--- config.mk ---
export PLATFORM = sky130hd
export DESIGN_NAME = tmds_period_scheduler
export DESIGN_NICKNAME = d
export VERILOG_FILES = /design/src/rtl/tmds_period_scheduler.sv
export SDC_FILE = /design/constraint.sdc
export NUM_CORES = 1
export LEC_CHECK = 0
export CORE_UTILIZATION = 55
export DETAILED_ROUTE_END_ITERATION = 7
export GPL_TIMING_DRIVEN = 0
export PLACE_DENSITY = 0.89
export SLEW_MARGIN = 10
export SYNTH_ARGS = -nofsm -noshare
export SYNTH_HDL_FRONTEND = slang
export SYNTH_SLANG_ARGS = --single-unit
--- constraint.sdc ---
create_clock -name tmds_bit_clk -period 7.4 [get_ports tmds_bit_clk]
set_clock_uncertainty 0.05 [all_clocks]
set_input_delay 1.48 -clock tmds_bit_clk [delete_from_list [all_inputs] [get_ports tmds_bit_clk]]
set_output_delay 1.48 -clock tmds_bit_clk [all_outputs]
set_load 0.1 [all_outputs]
--- src/rtl/tmds_period_scheduler.sv ---
// TMDS period scheduler: pixel-rate strobe, raster sweep, per-pixel period
// classification and sync/CTL generation, all on the TMDS bit clock.
// Frames start and stop only at a fixed park point near the end of the raster.
module tmds_period_scheduler #(
  parameter int H_ACTIVE = 640,
  parameter int H_FP     = 16,
  parameter int H_SYNC   = 96,
  parameter int H_BP     = 48,
  parameter int V_ACTIVE = 480,
  parameter int V_FP     = 10,
  parameter int V_SYNC   = 2,
  parameter int V_BP     = 33,
  parameter int SYNC_POL = 0,
  parameter int CW       = 10
) (
  input  logic          tmds_bit_clk,
  input  logic          rst_in,
  input  logic          run,
  output logic          pix_ce,
  output logic [CW-1:0] x,
  output logic [CW-1:0] y,
  output logic          de,
  output logic          hsync,
  output logic          vsync,
  output logic [1:0]    period,
  output logic [3:0]    ctl,
  output logic          frame_start,
  output logic          running
);

  localparam int H_TOTAL = H_ACTIVE + H_FP + H_SYNC + H_BP;
  localparam int V_TOTAL = V_ACTIVE + V_FP + V_SYNC + V_BP;

  localparam logic [CW-1:0] X_LAST   = CW'(H_TOTAL - 1);
  localparam logic [CW-1:0] Y_LAST   = CW'(V_TOTAL - 1);
  localparam logic [CW-1:0] PARK_X   = CW'(H_TOTAL - 11);
  localparam logic [CW-1:0] PARK_Y   = CW'(V_TOTAL - 1);
  localparam logic [CW-1:0] X_ACT    = CW'(H_ACTIVE);
  localparam logic [CW-1:0] Y_ACT    = CW'(V_ACTIVE);
  localparam logic [CW-1:0] Y_ACT_M1 = CW'(V_ACTIVE - 1);
  localparam logic [CW-1:0] PRE_BEG  = CW'(H_TOTAL - 10);
  localparam logic [CW-1:0] PRE_END  = CW'(H_TOTAL - 3);
  localparam logic [CW-1:0] GRD_BEG  = CW'(H_TOTAL - 2);
  localparam logic [CW-1:0] HS_BEG   = CW'(H_ACTIVE + H_FP);
  localparam logic [CW-1:0] HS_END   = CW'(H_ACTIVE + H_FP + H_SYNC);
  localparam logic [CW-1:0] VS_BEG   = CW'(V_ACTIVE + V_FP);
  localparam logic [CW-1:0] VS_END   = CW'(V_ACTIVE + V_FP + V_SYNC);
  localparam logic          SP       = 1'(SYNC_POL);

  localparam logic [1:0] P_CONTROL  = 2'd0;
  localparam logic [1:0] P_PREAMBLE = 2'd1;
  localparam logic [1:0] P_GUARD    = 2'd2;
  localparam logic [1:0] P_VIDEO    = 2'd3;

  typedef enum logic {ST_PARKED = 1'b0, ST_RUN = 1'b1} state_t;

  logic [3:0]    r_div;
  logic [CW-1:0] r_x, r_y;
  logic          r_de, r_hsync, r_vsync, r_frame_start;
  logic [1:0]    r_period;
  logic [3:0]    r_ctl;
  state_t        r_state;
  state_t        w_state_nxt;

  logic          w_pix_ce;
  logic          w_at_park;
  logic          w_hold;
  logic [CW-1:0] w_nx, w_ny;
  logic [1:0]    w_per;

  // Classify one pixel; preamble/guard only lead into an active line
  // (the line after the last one is line 0).
  function automatic logic [1:0] f_period(input logic [CW-1:0] px,
                                          input logic [CW-1:0] py);
    logic nl_act;
    nl_act = (py == Y_LAST) || (py < Y_ACT_M1);
    if ((px < X_ACT) && (py < Y_ACT))                    return P_VIDEO;
    else if (nl_act && (px >= PRE_BEG) && (px <= PRE_END)) return P_PREAMBLE;
    else if (nl_act && (px >= GRD_BEG))                  return P_GUARD;
    else                                                 return P_CONTROL;
  endfunction

  assign w_pix_ce  = (r_div == 4'd9);
  assign w_at_park = (r_x == PARK_X) && (r_y == PARK_Y);
  assign w_hold    = w_at_park && !run;
  assign w_nx      = w_hold ? r_x : ((r_x == X_LAST) ? '0 : r_x + 1'b1);
  assign w_ny      = (w_hold || (r_x != X_LAST)) ? r_y
                   : ((r_y == Y_LAST) ? '0 : r_y + 1'b1);
  assign w_per     = f_period(w_nx, w_ny);

  // Divide the bit clock by ten to form the pixel/load strobe.
  always_ff @(posedge tmds_bit_clk or negedge rst_in) begin
    if (!rst_in)       r_div <= 4'd0;
    else if (w_pix_ce) r_div <= 4'd0;
    else               r_div <= r_div + 4'd1;
  end

  // Advance the raster and register the outputs describing the new pixel.
  always_ff @(posedge tmds_bit_clk or negedge rst_in) begin
    if (!rst_in) begin
      r_x           <= PARK_X;
      r_y           <= PARK_Y;
      r_period      <= P_CONTROL;
      r_de          <= 1'b0;
      r_ctl         <= 4'b0000;
      r_hsync       <= ~SP;
      r_vsync       <= ~SP;
      r_frame_start <= 1'b0;
    end else if (w_pix_ce) begin
      r_x           <= w_nx;
      r_y           <= w_ny;
      r_period      <= w_per;
      r_de          <= (w_per == P_VIDEO);
      r_ctl         <= (w_per == P_PREAMBLE) ? 4'b0001 : 4'b0000;
      r_hsync       <= ((w_nx >= HS_BEG) && (w_nx < HS_END)) ? SP : ~SP;
      r_vsync       <= ((w_ny >= VS_BEG) && (w_ny < VS_END)) ? SP : ~SP;
      r_frame_start <= (w_nx == '0) && (w_ny == '0);
    end
  end

  // Park/run state register.
  always_ff @(posedge tmds_bit_clk or negedge rst_in) begin
    if (!rst_in) r_state <= ST_PARKED;
    else         r_state <= w_state_nxt;
  end

  // Next state: decided on each pixel strobe by whether the raster holds.
  always_comb begin
    w_state_nxt = r_state;
    if (w_pix_ce) w_state_nxt = w_hold ? ST_PARKED : ST_RUN;
  end

  // Outputs: running reflects the state, the rest come from the registers.
  always_comb begin
    running     = (r_state == ST_RUN);
    pix_ce      = w_pix_ce;
    x           = r_x;
    y           = r_y;
    de          = r_de;
    hsync       = r_hsync;
    vsync       = r_vsync;
    period      = r_period;
    ctl         = r_ctl;
    frame_start = r_frame_start;
  end

endmodule

==> results of run 1 <==
==> cells in the mapped netlist (4+ instances only) <==
cell       n  area share, %
a21oi_1   10            2.1
and2_1     4            1.1
and3_1     4            1.1
buf_4      4            1.3
clkbuf_1  15            2.4
dfrtp_1   22             23
dfstp_2   10             11
ha_1       4            2.1
inv_1     11            1.7
mux2i_1    4            1.7
nand2_1   39            6.2
nand3_1   18            3.8
nand4_1    6            1.6
nor2_1    15            2.4
nor3_1     8            1.7
nor4_1     4            1.1
o21ai_0   31            6.5
xnor2_1   12            4.4
xor2_1     4            1.5
==> sequential cells by signal, indices dropped and copies added (netlist names) <==
name	cells
ctl	1
de	1
frame_start	1
hsync	1
period	2
r_div	4
running	1
vsync	1
x	10
y	10
==> power groups by stage <==
stage / clock (uW) / combinational, uW / sequential, uW
global route: 195 / 12.9 / 175
CTS: 191 / 12.2 / 175
global placement: 0 / 12.3 / 178
detailed placement: 0 / 12.2 / 178
floorplan: 0 / 7.82 / 178
finish: 188 / 11.9 / 175
==> area by class of cell <==
class / count / area (sq um)
buffer: 24 / 130
clock buffer: 7 / 96.3
clock inverter: 1 / 30.0
fill: 318 / 1180
inverter: 11 / 41.3
multi-input combinational: 220 / 1400
sequential: 32 / 813
tap: 50 / 62.6
timing repair buffer: 31 / 305
==> cells in the final DEF, fill, tap and decap left out, types with 4 or more instances in the layout <==
cell,n
a21oi_1,10
and2_1,4
and3_1,4
buf_4,4
clkbuf_1,15
clkbuf_8,7
clkdlybuf4s50_1,30
dfrtp_1,22
dfstp_2,10
ha_1,4
inv_1,11
mux2i_1,4
nand2_1,39
nand3_1,18
nand4_1,6
nor2_1,15
nor3_1,8
nor4_1,4
o21ai_0,31
xnor2_1,12
xor2_1,4
==> per-layer routing <==
layer	up-vias	global-route usage, %
met4	0	15.7
li1	1101	-
met5	-	0
met2	139	48.5
met1	1177	40.1
met3	27	7.09
==> through the flow <==
| step | cell area, sq um | utilization, % | instances |
|---|---|---|---|
| after global placement | 2750 | 67.8 | 368 |
| after CTS | 2870 | 70.8 | 376 |
| after detailed placement | 2750 | 67.7 | 368 |
| final | 2870 | 70.8 | 376 |
| after floorplan | 2380 | - | 287 |
| after global routing | 2870 | 70.8 | 376 |
==> kinds of logic (layout without fill, tap and decap cells) <==
kind of cell	after synthesis	in the layout	synth area share (%)
adders and majority gates	4	4	2.11
other	1	3	0.158
and+or+nand+nor	123	123	27.3
muxes	4	4	1.69
buffers and inverters	35	74	7.23
DFF	32	32	34.3
xor gates and xnor gates	16	16	5.91
AOI/OAI and AO/OA	70	70	21.3
==> path summary, 6_finish.rpt <==
check | start | to | slack (ns) | depth (start not counted)
setup / recovery | r_div[1] | pix_ce | 2.23 | 7
hold / removal | running | running | 0.43 | 1
setup reg to reg | y[0] | ctl[0] | 4.08 | 10
hold reg to reg | running | running | 0.43 | 1
max in group asynchronous | rst_in | y[0] | 5.64 | 1
min in group asynchronous | rst_in | y[5] | 1.18 | 1
==> impl_metrics.tcl, run 1 <==
set metrics [dict create \
    routabilityCongestion 0.943 \
    wire_per_inst_um 16.9 \
    wl_met1_mm 2.56 \
    setup_viol 0 \
    drt_pass1_iterations 5 \
    crit_chain "nand2b_1 > or2_2 > clkbuf_1 > inv_1 > clkbuf_1 > clkbuf_1 > clkdlybuf4s50_1" \
    path_clk_slew_ns 0.07 \
    routed_via_density 6.50 \
    crit_slowest_cell "clkdlybuf4s50_1" \
    dr_total_vias 2444 \
    clkSinkCount 32 \
    root_buffer "clkbuf_8" \
    drc 0 \
    max_slew_margin_pct 34.1 \
    wirelength_mm 6.36 \
    cts_made_buffers 5 \
    fin_ws_ns 2.23 \
    ioPinCount 35 \
    grt_usage_pct 31.2 \
    fmax_ghz 0.193 \
    synthesis.instances 285 \
    rows 23 \
    io_buffer_count 31 \
    synth_area_sq_um 2370 \
    p_switching_uw 79.2 \
    seqPwrFrac_pct 46.7 \
    insertion_delay_ns 0.30 \
    die_w_um 67.7 \
    ys_ff_latch 32 \
    crit_fanout 10 \
    grt_setup_unrepaired "false" \
    cap_violations 0 \
    syn2layout_area_growth_pct 21.1 \
    cp_top_family "buffers and inverters" \
    p_total_uw 375 \
    die-area_sq_um 4580 \
    maxUsedRoutingLayer "met4" \
    finalMaxSlewViolations 0 \
    critPathBufInv 5 \
    p_int_uw 296 \
    ys.flop_type "dfrtp_1" \
    grt_overflow 0 \
    cts_max_level 2 \
    pre_cts_slack_ns 2.59 \
    comb_power_share_pct 3.2 \
    post-route-period-util_pct 69.9 \
    arrival_ns 3.64 \
    peakVddDrop_uv 107 \
    required_ns 5.87 \
    power.density_nw_per_um2 130 \
    num-nets-final 332 \
    ant_nets 0 \
    finalHoldViolations 0 \
    cp_common_cell "clkbuf_1" \
    status "finished, final reports clean" \
    drt-initial-drc-count 212 \
    grt_max_degree 33 \
    leakagePower_uw 0.00107 \
    ys.warnings.count 0 \
    synthArstFlopShare_pct 100 \
    wl_met3_um 570 \
    antenna_found_initial 0 \
    antenna_cells 0 \
    fin_hold_ws_ns 0.433 \
    drive_gt1_share_pct 12.6 \
    start_kind "flip-flop" \
    die_h_um 67.7 \
    clk_path_buf_depth 2 \
    tns_ns 0 \
    grt_first_pass_wirelength_mm 10.4 \
    endpoint_kind "output pin" \
    hold_buffers 0 \
    path_class "flip-flop to output pin" \
    synth_seq_area_share_pct 34.3 \
    period_needed_ns 5.17 \
    start_util_pct 58.5 \
    cts_setup_buffers 0 \
    grt_pass1_vias 2283 \
    yosysUniqueCellTypes 54 \
    dpl.hpwl_mm 4.36 \
    route.met2.wl_mm 3.02 \
    synth_edf_count 0 \
    cts_tree "yes" \
    worst_hold_path_type "flip-flop to flip-flop" \
    cts_resized 0 \
    clock_power_share_pct 50.1 \
    critical_path.max_stage_delay_ns 1.23 \
    netSwitchingFraction_pct 21.1 \
    avgSynthCellArea_sq_um 8.32 \
    core_sq_um 4060 \
    worstMarginPinSlew_ns 0.985 \
]
(Power assumes the default switching activity.)
==> run 2: changes to the inputs <==
==> constraint.sdc (replaced) <==
create_clock -name tmds_bit_clk -period 4.95 [get_ports tmds_bit_clk]
set_clock_uncertainty 0.05 [all_clocks]
set_input_delay 0.99 -clock tmds_bit_clk [delete_from_list [all_inputs] [get_ports tmds_bit_clk]]
set_output_delay 0.99 -clock tmds_bit_clk [all_outputs]
set_load 0.1 [all_outputs]
==> results of run 2 <==
Same layout as run 1 (identical final DEF). Status: finished, final reports clean.
Main changes from that run: setup slack after placement 2.59 ns -> 0.633 ns; setup slack after layout 2.23 ns -> 0.265 ns; register-to-register setup slack 4.08 ns -> 1.63 ns; total power 375 uW -> 560 uW; worst IR drop on VDD 107 uV -> 161 uV
